===== config.mk =====
export PLATFORM = sky130hd
export DESIGN_NAME = b03_requester
export DESIGN_NICKNAME = d
export VERILOG_FILES = /design/src/rtl/b03_pkg.sv /design/src/rtl/b03_client.sv /design/src/rtl/b03_requester.sv
export SDC_FILE = /design/constraint.sdc
export NUM_CORES = 1
export LEC_CHECK = 0
export ABC_AREA = 0
export CAP_MARGIN = 20
export CORE_UTILIZATION = 55
export DETAILED_ROUTE_END_ITERATION = 16
export PLACE_DENSITY_LB_ADDON = 0.15
export SETUP_SLACK_MARGIN = 0.2
export SLEW_MARGIN = 15
export SYNTH_ARGS = -nofsm -noshare
export SYNTH_HDL_FRONTEND = slang
export SYNTH_SLANG_ARGS = --single-unit

===== constraint.sdc =====
create_clock -name clk -period 2.9 [get_ports clk]
set_input_delay 0.58 -clock clk [delete_from_list [all_inputs] [get_ports clk]]
set_output_delay 0.58 -clock clk [all_outputs]
set_load 0.03 [all_outputs]

===== src/rtl/b03_pkg.sv =====
// Shared types and grant-code helpers for the b03 requester side.
package b03_pkg;

  localparam int unsigned NUM_CLIENTS = 4;

  typedef enum logic [1:0] {
    IDLE = 2'd0,
    REQ  = 2'd1,
    HOLD = 2'd2
  } client_state_e;

  // One-hot grant codes as driven by the arbiter (client1 is the MSB).
  localparam logic [3:0] GNT_U1 = 4'b1000;
  localparam logic [3:0] GNT_U2 = 4'b0100;
  localparam logic [3:0] GNT_U3 = 4'b0010;
  localparam logic [3:0] GNT_U4 = 4'b0001;

  // A grant bus value is legal when it is idle or exactly one client code.
  function automatic logic gnt_legal(input logic [3:0] gnt);
    return (gnt == 4'b0000) || (gnt == GNT_U1) || (gnt == GNT_U2) ||
           (gnt == GNT_U3) || (gnt == GNT_U4);
  endfunction

  // Grant bit position for a zero-based client index (client1 -> bit 3).
  function automatic logic [1:0] client_gnt_bit(input int idx);
    return 2'(3 - idx);
  endfunction

endpackage


===== src/rtl/b03_client.sv =====
// One requester: pending-job counter plus IDLE/REQ/HOLD request FSM.
module b03_client
  import b03_pkg::*;
#(
  parameter int unsigned HOLD_CYCLES  = 4,
  parameter int unsigned CNT_W        = 3,
  parameter int unsigned GNT_MIN_WAIT = 4,
  parameter int unsigned TIMEOUT      = 15
) (
  input  logic clk,
  input  logic rst,
  input  logic job,
  input  logic gnt,
  output logic request,
  output logic busy,
  output logic done,
  output logic job_drop,
  output logic starve
);

  localparam int unsigned DWELL_W = $clog2(TIMEOUT + 1);
  localparam int unsigned HOLD_W  = 4;

  localparam logic [CNT_W-1:0]   CNT_MAX   = '1;
  localparam logic [DWELL_W-1:0] DWELL_SAT = DWELL_W'(TIMEOUT);
  localparam logic [DWELL_W-1:0] MIN_WAIT  = DWELL_W'(GNT_MIN_WAIT);
  localparam logic [HOLD_W-1:0]  HOLD_INIT = HOLD_W'(HOLD_CYCLES - 1);

  client_state_e      state_q, state_d;
  logic [DWELL_W-1:0] dwell_q, dwell_d;
  logic [HOLD_W-1:0]  hold_q, hold_d;
  logic [CNT_W-1:0]   pend_q, pend_d;
  logic               hold_end;
  logic               starve_set;
  logic               drop_d;

  // Next-state, counter and pulse decode; grant only counts once dwell has matured.
  always_comb begin
    state_d    = state_q;
    dwell_d    = dwell_q;
    hold_d     = hold_q;
    pend_d     = pend_q;
    hold_end   = 1'b0;
    starve_set = 1'b0;
    drop_d     = 1'b0;

    unique case (state_q)
      IDLE: begin
        if (pend_q != '0) begin
          state_d = REQ;
          dwell_d = '0;
        end
      end
      REQ: begin
        if (dwell_q != DWELL_SAT) begin
          dwell_d = dwell_q + DWELL_W'(1);
        end else begin
          starve_set = 1'b1;
        end
        if (gnt && (dwell_q >= MIN_WAIT)) begin
          state_d = HOLD;
          hold_d  = HOLD_INIT;
        end
      end
      HOLD: begin
        if (hold_q == '0) begin
          hold_end = 1'b1;
          state_d  = IDLE;
        end else begin
          hold_d = hold_q - HOLD_W'(1);
        end
      end
      default: state_d = IDLE;
    endcase

    // Simultaneous arrival and completion cancel out.
    unique case ({job, hold_end})
      2'b10: begin
        if (pend_q == CNT_MAX) begin
          drop_d = 1'b1;
        end else begin
          pend_d = pend_q + CNT_W'(1);
        end
      end
      2'b01: begin
        if (pend_q != '0) begin
          pend_d = pend_q - CNT_W'(1);
        end
      end
      default: pend_d = pend_q;
    endcase
  end

  // State, counters and registered outputs.
  always_ff @(posedge clk or posedge rst) begin
    if (rst) begin
      state_q  <= IDLE;
      dwell_q  <= '0;
      hold_q   <= '0;
      pend_q   <= '0;
      request  <= 1'b0;
      busy     <= 1'b0;
      done     <= 1'b0;
      job_drop <= 1'b0;
      starve   <= 1'b0;
    end else begin
      state_q  <= state_d;
      dwell_q  <= dwell_d;
      hold_q   <= hold_d;
      pend_q   <= pend_d;
      request  <= (state_d == REQ);
      busy     <= (state_d == HOLD);
      done     <= hold_end;
      job_drop <= drop_d;
      starve   <= starve | starve_set;
    end
  end

endmodule


===== src/rtl/b03_requester.sv =====
// Four-client requester model facing the b03 round-robin arbiter.
module b03_requester
  import b03_pkg::*;
#(
  parameter int unsigned HOLD_CYCLES  = 4,
  parameter int unsigned CNT_W        = 3,
  parameter int unsigned GNT_MIN_WAIT = 4,
  parameter int unsigned TIMEOUT      = 15
) (
  input  logic       clk,
  input  logic       rst,
  input  logic [3:0] job_in,
  input  logic [3:0] GRANT_O,
  output logic       REQUEST1,
  output logic       REQUEST2,
  output logic       REQUEST3,
  output logic       REQUEST4,
  output logic [3:0] busy,
  output logic [3:0] done,
  output logic [3:0] job_drop,
  output logic [3:0] starve,
  output logic       proto_err
);

  logic                   gnt_legal_c;
  logic [NUM_CLIENTS-1:0] req_vec;

  assign gnt_legal_c = gnt_legal(GRANT_O);

  // Illegal grant codes are masked here so no client can accept them.
  for (genvar i = 0; i < NUM_CLIENTS; i++) begin : g_client
    b03_client #(
      .HOLD_CYCLES (HOLD_CYCLES),
      .CNT_W       (CNT_W),
      .GNT_MIN_WAIT(GNT_MIN_WAIT),
      .TIMEOUT     (TIMEOUT)
    ) u_client (
      .clk     (clk),
      .rst     (rst),
      .job     (job_in[i]),
      .gnt     (gnt_legal_c & GRANT_O[client_gnt_bit(i)]),
      .request (req_vec[i]),
      .busy    (busy[i]),
      .done    (done[i]),
      .job_drop(job_drop[i]),
      .starve  (starve[i])
    );
  end

  assign REQUEST1 = req_vec[0];
  assign REQUEST2 = req_vec[1];
  assign REQUEST3 = req_vec[2];
  assign REQUEST4 = req_vec[3];

  // Sticky protocol-error flag for any grant code outside the legal set.
  always_ff @(posedge clk or posedge rst) begin
    if (rst) begin
      proto_err <= 1'b0;
    end else if (!gnt_legal_c) begin
      proto_err <= 1'b1;
    end
  end

endmodule


Yosys cells after proc, flatten, opt, wreduce, memory -nomap -nowiden
Index checks and enable logic that the tools add are counted.
Widths: inputs -> output; s select.
{ "word_totals": {"reg_bits": 73, "in_bits": 10, "mem_count": 0, "elab_cells": 246, "ram_bits": 0, "out_inout_bits": 21, "latchBits": 0, "romBits": 0} }
{ "op_classes": {"mul": 0, "n_addsub": 16, "div_mod_pow": 0, "reduce_logical": 45, "shifts": 0, "magnitude_cmp": 4, "n_eq_ne": 60, "bitwise_logic": 8, "muxes": 76} }
{ "ops": {"columns": ["cell", "count"], "rows": [
  ["$mux 4", 16],
  ["$pmux 4 s2", 8],
  ["$reduce_and 3->1", 12],
  ["$ne 2x1->1 const B", 16],
  ["$eq 2x1->1 const B", 12],
  ["$eq 2x2->1 const B", 12],
  ["$mux 1", 24],
  ["$mux 2", 12],
  ["$mux 3", 8],
  ["$pmux 2 s3", 4],
  ["$pmux 3 s2", 4],
  ["$reduce_bool 2->1", 12],
  ["$logic_not 4->1", 5],
  ["$add 4x1->4 const B", 4],
  ["$ge 4x3->1 const B", 4],
  ["$ne 2x2->1 const B", 8],
  ["$ne 4x4->1 const B", 4],
  ["$sub 4x1->4 const B", 4],
  ["$add 3x1->3 const B", 4],
  ["$eq 3x3->1 const B", 4],
  ["$reduce_bool 3->1", 4],
  ["$sub 3x1->3 const B", 4],
  ["$logic_not 2->1", 4],
  ["$and 1x1->1", 4],
  ["7 further kinds", 16]
]} }

Depth between registers and ports, before layout
{ "logic_depth": {"ltp_word": 10, "mapped_depth": 12, "mapped_depth_nobuf": 11} }

Hierarchy
From an unflattened synthesis, not the netlist that was laid out.
{ "hier_totals": {"cells_unflattened": 417, "hier_area_um2": 4000.1} }
{ "by_module_without_submodules": {"columns": ["mod", "cells_per_inst", "area_each_um2", "n_inst"], "rows": [
  ["b03_client", 102, 978.4, 4],
  ["b03_requester", 9, 86.3, 1]
]} }

Worst setup path after synthesis
Ideal clock, no wire load.
{ "synth_timing": {"path_kind": "register -> register", "startpoint": "register g_client[2].u_client.state_q[0]", "endpoint": "register g_client[2].u_client.pend_q[2]", "required_ns": 2.820, "stages_incl_launch_ff": 12, "setup_ns": 0.080, "path_slack_ns": 0.580, "arrival_ns": 2.240, "cell_sequence": "dfrtp_1 -> inv_1 -> ha_1 -> clkbuf_1 -> nand4bb_1 -> inv_1 -> ha_1 -> inv_1 -> fa_1 -> and3_1 -> o211ai_1 -> xnor2_1"} }
{ "synth_via": {"elab_chain_cells": 5, "elab_cells_between_ends": 9, "classes_between": "eq/ne (5); mux (2); reduce/logical (2)"} }
{ "synth_rtl": {"columns": ["item", "line_no", "source"], "rows": [
  ["start: declaration", "b03_client.sv:29", "client_state_e state_q, state_d;"],
  ["start signal: assignment", "b03_client.sv:107", "state_q <= state_d;"],
  ["$eq 2x2->1 *", "b03_client.sv:47", "unique case (state_q)"],
  ["$mux 1 *", "b03_client.sv:47", null],
  ["net g_client[2].u_client.hold_end", "b03_client.sv:33", "logic hold_end;"],
  ["$eq 2x1->1 or $eq 2x2->1 (tied branches)", "b03_client.sv:77", "unique case ({job, hold_end})"],
  ["$ne 2x1->1 (no source line), or another cell as far along", null, null],
  ["$reduce_and 3->1 (no source line)", null, null],
  ["end signal: assignment", "b03_client.sv:110", "pend_q <= pend_d;"],
  ["end: declaration", "b03_client.sv:32", "logic [CNT_W-1:0] pend_q, pend_d;"]
]} }
The timed path passes the listed nets; every way through them passes the cells marked *.
A chain may end at the register's enable or synchronous reset.

Final worst setup path
Ends and elaborated chain as after synthesis.

==> metrics.cfg <==
[outcome]
outcome = finished, final reports clean

[layout]
syn_to_final_growth_pct = 12.4
fin_area_um2 = 4740
final_layout_size_suffix_gt1_frac = 0.0913
nets = 494
diodes = 0

[power]
sequentialPowerShare = 0.401
ir_drop_v = 0.000348
p_clk_frac = 0.221
p_per_area_nw_per_um2 = 788
p_leak_nw = 2.29
switching_share = 0.396
p_sw_mw = 1.48
combinationalPowerShare = 0.378
p_total_mw = 3.74
internal_power_mw = 2.26

[global_routing]
grt_pass1_wl_um = 12400
grt_max_degree = 74
grt_usage = 0.199
grt_pass1_vias = 2868
grt-ovfl-total = 0
antenna_found_initial = 0

[sta]
clock.fmax_mhz = 403
skew_ps = 9.64
max_slew_margin = 0.651
setup_viol = 0
hold_viol = 0
rsz0062_at_grt = no
worst_pin_slew_ps = 516
finalCritPeriodShare = 0.855
drv_slew = 0
finalSetupTns_ps = 0
layout_min_cycle_time_ps = 2480

[floorplan]
ios = 31
start_util = 0.576
core_um2 = 7330
fp-row-count = 31
die-area_um2 = 8030
die_h_um = 89.6
die_w_um = 89.6

[synthesis]
synth_area_leaders = dfrtp_1 (43%), ha_1 (11%), inv_1 (4.7%)
synth_edf_count = 0
synth_flop_cell = dfrtp_1
yosysSeqAreaShare = 0.433
yosysTopAreaCell = dfrtp_1
ys_warn_count = 0
synth_top_area_frac = 0.433
syn_nets = 472
syn_avg_cell_area_um2 = 10.0
ys_types = 53
synth-seq-cells = 73
syn_inst = 422
syn_area_um2 = 4220
synth-async-reset-ratio = 1.00

[placement]
place_area_um2 = 4540
io_buffers = 30
dp_hpwl_um = 5260
place.gp.congestion = 0.775

[worst_setup_path]
path_class = reg2reg
rr_startpoint = g_client[2].u_client.state_q[0]
startpoint = g_client[2].u_client.state_q[0]
cp.arrival_ps = 2760
crit_fanout = 9
worstSetupEndpointType = flip-flop
timing.rr.end = g_client[2].u_client.pend_q[2]
crit_required_ps = 3180
reg2reg_depth = 10
start_kind = flip-flop
r2r_slack_ps = 420

[drt]
first_iter_violations = 105
antenna_left = 0
wl_per_cell_um = 13.4
viasPerCell = 5.53
drc = 0
wl_um = 7350
vias = 3031
dr.pass1.iters = 5

[flow_run]
maxCapViolCount = 0

[clock_tree]
cts_resized = 0
tritoncts = done
cts_hold_buf = 0
cts.path.max_buffers = 2
cts_buffers = 9
cts-root-buf = clkbuf_8
clk_pin_slew_ps = 80
cts_sinks = 73
postCtsSetupRepairBufs = 0
h-tree-depth = 3
clk_latency_ps = 350

[min_path]
worstHoldPathType = reg2reg
hold_path_depth = 1
worstHoldStart = g_client[2].u_client.starve
min_to = g_client[2].u_client.starve

[critical path, stage by stage, from the launching register on]
cell       delay [ps]
dfrtp_1           410
inv_1              90
ha_1              320
nand4bb_1         240
inv_1             150
ha_1              180
inv_1              80
fa_1              430
and3_1            170
o211ai_1          190
xnor2_1           140
[cells in the final DEF, fill, tap and decap left out, types with 4 or more instances in the layout]
cell type	n
nor3_1	12
or2_2	5
clkbuf_8	9
nand4_1	6
nand3b_1	5
nand2b_1	4
fa_1	4
clkdlybuf4s50_1	30
o21ai_0	17
nor4b_1	5
o31ai_1	7
o21a_1	5
a21o_1	5
and3_1	6
nand3_1	11
a21oi_1	18
ha_1	36
dfrtp_1	73
a211oi_1	5
xnor2_1	8
or3_1	6
nor2_1	19
nand2_1	22
inv_1	52
nor2b_1	13
a31oi_1	12
[area by class of cell]
type                       count  area [µm²]
clock buffer                   9         124
inverter                      53         199
tap                           99         124
sequential                    73        1830
fill                         595        2590
clock inverter                 7        78.8
timing repair buffer          34         343
multi-input combinational    273        2050
[kinds of logic (layout without fill, tap and decap cells)]
group	Yosys count	after routing	share of synthesized area
AO/OA/AOI/OAI	90	90	0.152
XOR/XNOR	8	8	0.0166
adder cells (fa/ha/maj)	41	41	0.128
buffers and inverters	76	103	0.0819
flip-flops	73	73	0.433
multiplexers	4	4	0.0125
AND/OR/NAND/NOR	130	130	0.176
[stage by stage]
step                      hold WS (ps)  instances   util  setup WS [ps]
after global placement             452        532  0.619            384
final                              469        548  0.647            420
after detailed placement           456        532  0.619            344
after CTS                          476        548  0.647            402
after floorplan                    436        422      -            467
after global routing               496        548  0.647            230
[worst max path at each step]
stage	endpoint	cells after the start
floorplan	g_client[0].u_client.busy	1
global placement	g_client[1].u_client.busy	6
detailed placement	g_client[0].u_client.hold_q[1]	5
CTS	g_client[2].u_client.pend_q[2]	10
global route	g_client[2].u_client.pend_q[2]	10
finish	g_client[2].u_client.pend_q[2]	10
[sequential cells by signal, indices dropped and copies added, names as in the netlist]
register                    count
g_client.u_client.job_drop      4
g_client.u_client.starve        4
g_client.u_client.hold_q       16
g_client.u_client.state_q       8
g_client.u_client.pend_q       12
proto_err                       1
g_client.u_client.busy          4
g_client.u_client.dwell_q      16
g_client.u_client.done          4
g_client.u_client.request       4
[routing by layer]
| layer | global-route usage | vias up | share of wire |
|---|---|---|---|
| met4 | 0.0823 | 0 | 0.013 |
| met3 | 0.0320 | 12 | 0.023 |
| met2 | 0.337 | 48 | 0.48 |
| met1 | 0.256 | 1461 | 0.49 |
| li1 | - | 1510 | - |
| met5 | 0 | - | 0 |
[power groups by stage]
| stage | clock, mW | sequential, mW | combinational [mW] |
|---|---|---|---|
| 2_1_floorplan | 0 | 1.51 | 1.05 |
| 3_3_place_gp | 0 | 1.50 | 1.36 |
| 3_5_place_dp | 0 | 1.51 | 1.41 |
| 4_1_cts | 0.848 | 1.49 | 1.42 |
| 5_1_grt | 0.884 | 1.53 | 1.59 |
| 6_report | 0.824 | 1.50 | 1.41 |
[synth_stat cells, drive strengths merged, types with 4 or more instances]
cell type and count:
o21a 5, o21ai 18, xnor2 8, nand3 11, nor3 12, nor2 19
a21o 5, nor4b 5, nand2 22, or2 5, mux2 4, a21oi 18
fa 4, nand4 6, o31ai 7, a211oi 5, nand2b 4, ha 36
and3 7, nor2b 13, inv 53, or3 6, dfrtp 73, buf 16
nand3b 5, clkbuf 7, a31oi 12
Power figures use the tool's default switching activity.
